--- config.mk ---
export PLATFORM = sky130hd
export DESIGN_NAME = dmem_arbiter
export DESIGN_NICKNAME = d
export VERILOG_FILES = /design/src/rtl/dmem_arb_pkg.sv /design/src/rtl/dmem_arbiter_starve_ctr.sv /design/src/rtl/dmem_arbiter.sv
export SDC_FILE = /design/constraint.sdc
export NUM_CORES = 1
export LEC_CHECK = 0
export BUFFER_PORTS_ARGS = -buffer_cell sky130_fd_sc_hd__buf_2
export CELL_PAD_IN_SITES_DETAIL_PLACEMENT = 0
export CELL_PAD_IN_SITES_GLOBAL_PLACEMENT = 1
export CORE_MARGIN = 2
export CORE_UTILIZATION = 34
export CTS_CLUSTER_SIZE = 12
export DETAILED_ROUTE_END_ITERATION = 8
export PLACE_DENSITY_LB_ADDON = 0.1
export SYNTH_ARGS = -nofsm -noshare
export SYNTH_HDL_FRONTEND = slang
export SYNTH_SLANG_ARGS = --single-unit
--- constraint.sdc ---
create_clock -name clk -period 3.1 [get_ports clk]
set_clock_uncertainty 0.1 [all_clocks]
set_input_delay 0.31 -clock clk [delete_from_list [all_inputs] [get_ports clk]]
set_output_delay 0.31 -clock clk [all_outputs]
set_load 0.005 [all_outputs]
--- src/rtl/dmem_arb_pkg.sv ---
// Shared types and default widths for the data-memory arbiter.
package dmem_arb_pkg;

    typedef enum logic [1:0] {IDLE, ACCESS, RESP} arb_state_t;
    typedef enum logic {OWN_M0, OWN_M1} arb_owner_t;

    localparam int DEF_ADDR_W = 32;
    localparam int DEF_DATA_W = 32;

endpackage

--- src/rtl/dmem_arbiter_starve_ctr.sv ---
// Saturating counter of consecutive M0 grants taken while M1 was waiting.
module arb_starve_ctr #(
    parameter int LIMIT = 4
) (
    input  logic clk,
    input  logic rst_n,
    input  logic inc_i,
    input  logic clr_i,
    output logic at_limit_o
);

    localparam int CW = $clog2(LIMIT + 1);

    logic [CW-1:0] cnt_q, cnt_d;

    assign at_limit_o = (cnt_q == CW'(LIMIT));

    // Clear wins over increment; hold once the limit is reached.
    always_comb begin
        cnt_d = cnt_q;
        if (clr_i)
            cnt_d = '0;
        else if (inc_i && !at_limit_o)
            cnt_d = cnt_q + CW'(1);
    end

    // Counter register.
    always_ff @(posedge clk or negedge rst_n) begin
        if (!rst_n)
            cnt_q <= '0;
        else
            cnt_q <= cnt_d;
    end

endmodule

--- src/rtl/dmem_arbiter.sv ---
// Two-requester arbiter in front of a comb-read / sync-write data memory.
// M0 (cpu) has priority; M1 (loader) is forced through after STARVE_LIMIT
// consecutive M0 grants taken while it was waiting.
module dmem_arbiter
    import dmem_arb_pkg::*;
#(
    parameter int ADDR_W       = DEF_ADDR_W,
    parameter int DATA_W       = DEF_DATA_W,
    parameter int STARVE_LIMIT = 4
) (
    input  logic              clk,
    input  logic              reset,
    input  logic              m0_valid,
    output logic              m0_ready,
    input  logic              m0_we,
    input  logic [ADDR_W-1:0] m0_addr,
    input  logic [DATA_W-1:0] m0_wdata,
    output logic              m0_rsp_valid,
    output logic [DATA_W-1:0] m0_rsp_rdata,
    input  logic              m1_valid,
    output logic              m1_ready,
    input  logic              m1_we,
    input  logic [ADDR_W-1:0] m1_addr,
    input  logic [DATA_W-1:0] m1_wdata,
    output logic              m1_rsp_valid,
    output logic [DATA_W-1:0] m1_rsp_rdata,
    output logic              mem_we,
    output logic [ADDR_W-1:0] mem_a,
    output logic [DATA_W-1:0] mem_wd,
    input  logic [DATA_W-1:0] mem_rd,
    output logic              busy
);

    arb_state_t        state_q, state_d;
    arb_owner_t        owner_q, owner_d;
    logic              we_q, we_d;
    logic [ADDR_W-1:0] addr_q, addr_d;
    logic [DATA_W-1:0] wdata_q, wdata_d;
    logic [DATA_W-1:0] rdata_q, rdata_d;

    logic arb_pt, m0_win, m1_win, accept, at_limit;

    // Grant is open in IDLE and RESP; gated by reset so ready reads 0 while held.
    assign arb_pt   = reset && (state_q != ACCESS);
    assign m1_win   = arb_pt && m1_valid && (!m0_valid || at_limit);
    assign m0_win   = arb_pt && m0_valid && !m1_win;
    assign accept   = m0_win || m1_win;
    assign m0_ready = m0_win;
    assign m1_ready = m1_win;

    arb_starve_ctr #(.LIMIT(STARVE_LIMIT)) u_starve (
        .clk       (clk),
        .rst_n     (reset),
        .inc_i     (m0_win && m1_valid),
        .clr_i     (arb_pt && (m1_win || !m1_valid)),
        .at_limit_o(at_limit)
    );

    // Next state: one memory cycle, one response cycle, optional back-to-back accept.
    always_comb begin
        state_d = state_q;
        unique case (state_q)
            IDLE:    state_d = accept ? ACCESS : IDLE;
            ACCESS:  state_d = RESP;
            RESP:    state_d = accept ? ACCESS : IDLE;
            default: state_d = IDLE;
        endcase
    end

    // Command capture on accept; read data captured at the end of ACCESS.
    always_comb begin
        owner_d = owner_q;
        we_d    = we_q;
        addr_d  = addr_q;
        wdata_d = wdata_q;
        rdata_d = rdata_q;
        if (m1_win) begin
            owner_d = OWN_M1;
            we_d    = m1_we;
            addr_d  = m1_addr;
            wdata_d = m1_wdata;
        end else if (m0_win) begin
            owner_d = OWN_M0;
            we_d    = m0_we;
            addr_d  = m0_addr;
            wdata_d = m0_wdata;
        end
        if (state_q == ACCESS)
            rdata_d = we_q ? '0 : mem_rd;
    end

    // State and command registers.
    always_ff @(posedge clk or negedge reset) begin
        if (!reset) begin
            state_q <= IDLE;
            owner_q <= OWN_M0;
            we_q    <= 1'b0;
            addr_q  <= '0;
            wdata_q <= '0;
            rdata_q <= '0;
        end else begin
            state_q <= state_d;
            owner_q <= owner_d;
            we_q    <= we_d;
            addr_q  <= addr_d;
            wdata_q <= wdata_d;
            rdata_q <= rdata_d;
        end
    end

    // Memory port is driven only during ACCESS so no stray write can occur.
    assign mem_we = (state_q == ACCESS) && we_q;
    assign mem_a  = (state_q == ACCESS) ? addr_q  : '0;
    assign mem_wd = (state_q == ACCESS) ? wdata_q : '0;

    assign m0_rsp_valid = (state_q == RESP) && (owner_q == OWN_M0);
    assign m1_rsp_valid = (state_q == RESP) && (owner_q == OWN_M1);
    assign m0_rsp_rdata = m0_rsp_valid ? rdata_q : '0;
    assign m1_rsp_rdata = m1_rsp_valid ? rdata_q : '0;
    assign busy         = (state_q != IDLE);

endmodule

======== Word-level counts from Yosys, hierarchy flattened ========
Index checks and enable logic that the tools add are counted.
cells by class
  add/subtract/negate cells ............... 1
  $mul .................................... 0
  div/mod/pow operators ................... 0
  order comparisons ....................... 0
  equality and inequality tests ........... 4
  shifts and indexed selects .............. 0
  mux-type cells .......................... 17
  bitwise operators ....................... 1
  reduce and logical (&&, ||, !) cells .... 23
operator list
  operator               number
  $mux W32               9
  $logic_and A1 B1 Y1    11
  $mux W3                2
  $reduce_bool A2 Y1     3
  $mux W1                5
  $logic_not A1 Y1       4
  $pmux W2 S2            1
  $add A3 B1 Y3 const B  1
  $eq A3 B3 Y1 const B   1
  $logic_or A1 B1 Y1     3
  $eq A2 B1 Y1 const B   1
  $eq A2 B2 Y1 const B   1
  $logic_not A2 Y1       1
  $ne A2 B1 Y1 const B   1
  $reduce_or A2 Y1       1
  $not A1 Y1             1
storage, ports and cells
  flip-flop bits (word level) ............. 103
  bits in latches ......................... 0
  bits in writable memories ............... 0
  bits in read-only memories .............. 0
  input bits .............................. 166
  output and inout port bits .............. 134
  word-level logic and storage cells ...... 53
  memories ................................ 0

======== Longest topological paths before layout ========
  depth after elaboration ................. 10
  gate-level depth with buffers ........... 8
  mapped depth without buffers ............ 5

======== Modules after synthesis ========
Synthesis repeated with hierarchy kept, for this count alone.
unflattened totals
  cell total of the unflattened synthesis .. 796
  area, all modules ....................... 6655.1 µm²
by module, submodules not included
  module          times used  cells an instance  area each (µm²)  seq. area each (µm²)
  dmem_arbiter    1           778                6462.4           2502.4
  arb_starve_ctr  1           18                 192.7            75.1

======== Worst setup path after synthesis ========
No wires, ideal clock.
  path kind ............................... register to output
  start ................................... reg u_starve.cnt_q[0]
  end ..................................... out m1_ready
  data arrival time ....................... 1.508 ns
  data required time ...................... 2.690 ns
  path slack .............................. 1.182 ns
  cell stages (with the launch flop) ...... 9
  path buffers ............................ 3
  cells stage by stage .................... dfrtp_1 -> inv_1 -> ha_1 -> a21boi_1 -> or3_1 -> clkbuf_1 -> buf_4 -> buf_6 -> inv_1
between the ends
  cells in the longest elaborated chain, start to end .. 3
RTL lines
  what                    line                           source
  start, declared         dmem_arbiter_starve_ctr.sv:14  logic [CW-1:0] cnt_q, cnt_d;
  start signal, assigned  dmem_arbiter_starve_ctr.sv:32  cnt_q <= cnt_d;
  $eq A3 B3 Y1            dmem_arbiter_starve_ctr.sv:16  assign at_limit_o = (cnt_q == CW'(LIMIT));
  $logic_or A1 B1 Y1      dmem_arbiter.sv:45             assign m1_win = arb_pt && m1_valid && (!m0_valid || at_limit);
  $logic_and A1 B1 Y1     dmem_arbiter.sv:45
  end, declared           dmem_arbiter.sv:21             output logic m1_ready,
Every way passes these cells.

======== Worst setup path after layout ========
  start ................................... in reset
  end ..................................... out m0_ready
between the ends
  cells in the longest elaborated chain, start to end .. 5
  elaborated cells on any way between the ends .. 6
  those cells by class .................... 6 x reduce/logical
RTL lines
  what                              line                source
  start, declared                   dmem_arbiter.sv:12  input logic reset,
  $logic_and A1 B1 Y1 *             dmem_arbiter.sv:44  assign arb_pt = reset && (state_q != ACCESS);
  $logic_and A1 B1 Y1 (2 in a row)  dmem_arbiter.sv:45
  $logic_not A1 Y1                  dmem_arbiter.sv:46  assign m0_win = arb_pt && m0_valid && !m1_win;
  $logic_and A1 B1 Y1 *             dmem_arbiter.sv:46
  end, declared                     dmem_arbiter.sv:14  output logic m0_ready,
Mark *: on every way between the ends. The rest lies on a longest branch, timed or not.

==> results.md <==
- The flow ran to the end, and the final reports show no timing, DRC or antenna violations.
- Among all cell types in the netlist, the one instantiated most often is sky130_fd_sc_hd__dfrtp_1.
- The share of synthesized registers carrying an async set or reset is 100.0%.
- The worst setup path is captured at a primary output.
- In the global route stage, met1 resource usage came out at between 20% and 30%.
- At the worst endpoint, the arrival time is approximately 2.3 ns.
- The actual transition at the worst max-transition pin is approximately 1.1 ns.
- The post-layout minimum cycle time is 2.718 ns.
- The worst register-to-register path ends at addr_q[13]$_DFFE_PN0P_.
- Counting the fill cells in the layout gives between 1500 and 2000.
- Counting instances, the worst hold path has a depth of 3.
- Using the TritonRoute via totals, the vias-per-cell ratio works out to approximately 5.
- The clock drives between 100 and 150 sinks.
- The clock tree synthesis step divided the H-tree into 3 levels.
- The clock tree from TritonCTS is done.
- The synthesized netlist occupies a cell area of about 5500 µm².
- In the synthesized netlist, the cells that appear most often are sky130_fd_sc_hd__dfrtp_1, sky130_fd_sc_hd__inv_1, sky130_fd_sc_hd__nand2_1.
- The largest incremental delay on the critical path is ~0.80 ns.
- The detailed router's first-iteration violation count is around 280.
- Setup repair after global routing left no endpoint under its margin.
- The tightest min-delay check is of the input port to flop type.
- The critical path runs through a total of 6 cells.
- The wire length of the first global-routing pass is 28960 µm.
- The main flop type after synthesis is sky130_fd_sc_hd__dfrtp_1.
- The number of nets produced by synthesis is roughly 800.
- The total detailed-routing wirelength is between 15000 and 20000 µm.
- The via count of the first global-routing pass is ~5600.
- The master cell of the clock root buffer is sky130_fd_sc_hd__clkbuf_16.
- Headroom to the max-slew limit came out at 28.93%.
- The floorplan die area is 17300 µm².
- TritonCTS created 9 clock buffers.
- The startpoint identified for the worst hold timing path is mem_rd[30].
- The die boundary height is around 130 µm.
- The kind of cell with the highest combined delay along the critical path is buffers and inverters.
- The portion of the post-synthesis area used by sequential elements is between 40% and 50%.
- The final routed DRC violation total is 0.
- Post-CTS timing repair inserted 0 buffers for setup.
- The multi-input combinational cells in the finished layout cover a total of 2451 µm².
- The static leakage is between 4 and 5 nW.
- The total congestion overflow is 0.
- The finished cells cover about 7500 µm².
- The detailed-route wire length per cell is about 17 µm.
- Entering global routing, the biggest net connects between 90 and 100 pins.
- The launching element type of the critical path is an input port.
- The total number of yosys warnings is 0.
- The number of pins exceeding their max-slew limit in the final report is 0.
- The final layout contains ~1000 nets.
- By area the synthesized netlist is led by sky130_fd_sc_hd__dfrtp_1, sky130_fd_sc_hd__o31ai_1, sky130_fd_sc_hd__o221a_2.
- The placed wire-length estimate is 12700 µm.
- In this run the cell area measured after placement is roughly 7200 µm².
- The synthesized netlist contains 29 unique library cells.
- Measured along the x axis, the die boundary spans 131.5 µm.
- The final critical path takes up 87.67% of the cycle.
- The fmax is about 0.37 GHz.
- The effective utilization at floorplan is 34.81%.
- In the global route stage, met3 resource usage came out at under 10%.
- Traced cell by cell, the critical path runs through dlygate4sd3_1 > buf_4 > nand2_1 > a311o_2 > inv_1 > buf_2.
- The type of the setup path with the least slack is input port to primary output.
- The most utilized layer in the global route result is met2.
- Clock-pin slew was measured on the worst setup and hold paths at around 0.070 ns.
- The total number of placement rows is between 40 and 50.
- Input and output buffers added on the ports amount to between 200 and 300.
- For this run, the detailed router's first-pass iteration total came to 4.
- Of all cell types, the one taking the most synthesized area is sky130_fd_sc_hd__dfrtp_1.
- At the later pin of the worst-skew pair, clock insertion delay measures 0.34 ns.
- Synthesis handed over a netlist of 614 instances.
- Summing over every cut layer, the via total after detailed routing is around 5500.
- The sequential cell area in the final layout is about 2600 µm².
- The number of instances resized during post-cts repair is 0.
- The area overhead of the layout relative to synthesis is 35.23%.
- For hold timing, the worst endpoint is rdata_q[30]$_DFFE_PN0P_.
- The worst register-to-register path has a depth of 6.
- The met2 capacity usage during global routing is about 34%.
- IR analysis of the VDD net gives a maximum drop of 0.3378 mV.
- The number of enable-type register cells in the synthesized netlist is 0.
- The count of antenna-violating nets left after detailed routing is 0.
- After synthesis, the largest area contributor takes up between 40% and 50% of total cell area.
- The synthesized design contains between 100 and 150 register bits.
- The final worst hold slack is about 0.095 ns.
- The post-route netlist has about two fifths of its cells at a drive strength greater than 1.
- No sink is reached through more buffers than the 2 on the longest clock path.
- The final count of hold timing violations is 0.
- The biggest fanout along the worst timing path is 50.
- The synthesized area per cell is ~9.0 µm².
- The number of max-cap violations is 0.
- In this run the count of I/O pins placed on the die edge is 300.
- The count of final setup violators is 0.
- The initial antenna violation count was 1.
- The power density relative to cell area is 495.5 nW/µm².
- The combined buffer and inverter count along the critical path is 4.
- For the worst setup path, the data required time is about 2.7 ns.
- Setup total negative slack on the finished layout was measured at 0 ns.
- Global routing used between 20% and 30% of the available tracks.
- The core region area is around 16000 µm².
- The slack of the worst reg-to-reg path is ~0.73 ns.
- The final estimated routing congestion in global placement is 0.8362.
- On the critical path, the stage with the largest delay is an instance of sky130_fd_sc_hd__a311o_2.
- The worst register-to-register path begins at u_starve.cnt_q[0]$_DFFE_PN0P_.
## tightest hold or removal path, cell delays in order
cell	delay [ns]
sky130_fd_sc_hd__buf_2	0.08
sky130_fd_sc_hd__nand3_1	0.05
sky130_fd_sc_hd__nand2_1	0.06
## layer usage
metal,vias up,share of wire [%]
li1,2640,-
met1,2587,43
met2,241,47
met3,43,7.0
met4,0,3.3
met5,-,0
## final cells by class
type	instances	area share, %
clock buffers	14	3.799
inverters	71	3.581
clock inverters	2	0.1673
repair buffers	312	21.55
diodes	1	0.03347
flip-flops and latches	103	34.47
well taps	216	3.614
multi-input cells	380	32.78
## cell families (layout without fill, tap and decap cells)
family,Yosys count,count (layout),synth area share (%)
AOI/OAI and AO/OA,139,139,23.10
adders and majority gates,2,2,0.4525
buffers and inverters,131,399,9.459
DFF,103,103,46.62
other,0,1,0
and+or+nand+nor,239,239,20.37
## where the power goes
| part | internal (mW) | switching [mW] | total, mW |
|---|---|---|---|
| Clock | 0.632 | 0.478 | 1.11 |
| Sequential | 1.57 | 0.101 | 1.67 |
| Combinational | 0.418 | 0.502 | 0.921 |
## through the flow
| stage | setup WS, ns | util (%) | total power, mW | cells |
|---|---|---|---|---|
| 5_1_grt | 0.1874 | 47.05 | 3.953 | 1098 |
| 2_1_floorplan | 1.182 | - | 2.231 | 614 |
| 3_5_place_dp | 0.7451 | 45.12 | 2.628 | 1081 |
| 6_report | 0.3822 | 47.07 | 3.705 | 1099 |
| 4_1_cts | 0.3343 | 47.05 | 3.758 | 1098 |
| 3_3_place_gp | 0.7881 | 45.12 | 2.601 | 1081 |
## how the worst max path moves through the flow
stage	start	end	slack, ns
floorplan	u_starve.cnt_q[0]$_DFFE_PN0P_	m1_ready	1.18
global placement	u_starve.cnt_q[0]$_DFFE_PN0P_	addr_q[13]$_DFFE_PN0P_	0.79
detailed placement	u_starve.cnt_q[0]$_DFFE_PN0P_	addr_q[13]$_DFFE_PN0P_	0.75
CTS	reset	m0_ready	0.33
global route	reset	m0_ready	0.19
finish	reset	m0_ready	0.38
## state kept, by name, summed over array words and instances (netlist names)
register	flops
addr_q	32
owner_q	1
rdata_q	32
state_q	2
u_starve.cnt_q	3
wdata_q	32
we_q	1
## placed cells by master (no fill, tap or decap), types with 2 or more instances in the layout
cell / Yosys / layout
sky130_fd_sc_hd__and2_1: 64 / 64
sky130_fd_sc_hd__buf_2: 1 / 298
sky130_fd_sc_hd__buf_4: 2 / 12
sky130_fd_sc_hd__clkbuf_16: 0 / 9
sky130_fd_sc_hd__clkbuf_8: 0 / 4
sky130_fd_sc_hd__clkinv_2: 0 / 2
sky130_fd_sc_hd__dfrtp_1: 103 / 103
sky130_fd_sc_hd__ha_1: 2 / 2
sky130_fd_sc_hd__inv_1: 68 / 68
sky130_fd_sc_hd__nand2_1: 67 / 67
sky130_fd_sc_hd__nand3_1: 33 / 33
sky130_fd_sc_hd__nor2_1: 66 / 65
sky130_fd_sc_hd__o21ai_0: 5 / 5
sky130_fd_sc_hd__o221a_1: 29 / 29
sky130_fd_sc_hd__o221a_2: 36 / 36
sky130_fd_sc_hd__o31ai_1: 66 / 66
## timing repair
item                       4_1_cts  5_1_grt
hold endpoints to repair        13        0
hold buffers                     1        0
setup endpoints to repair        0        0
(Power assumes the default switching activity.)
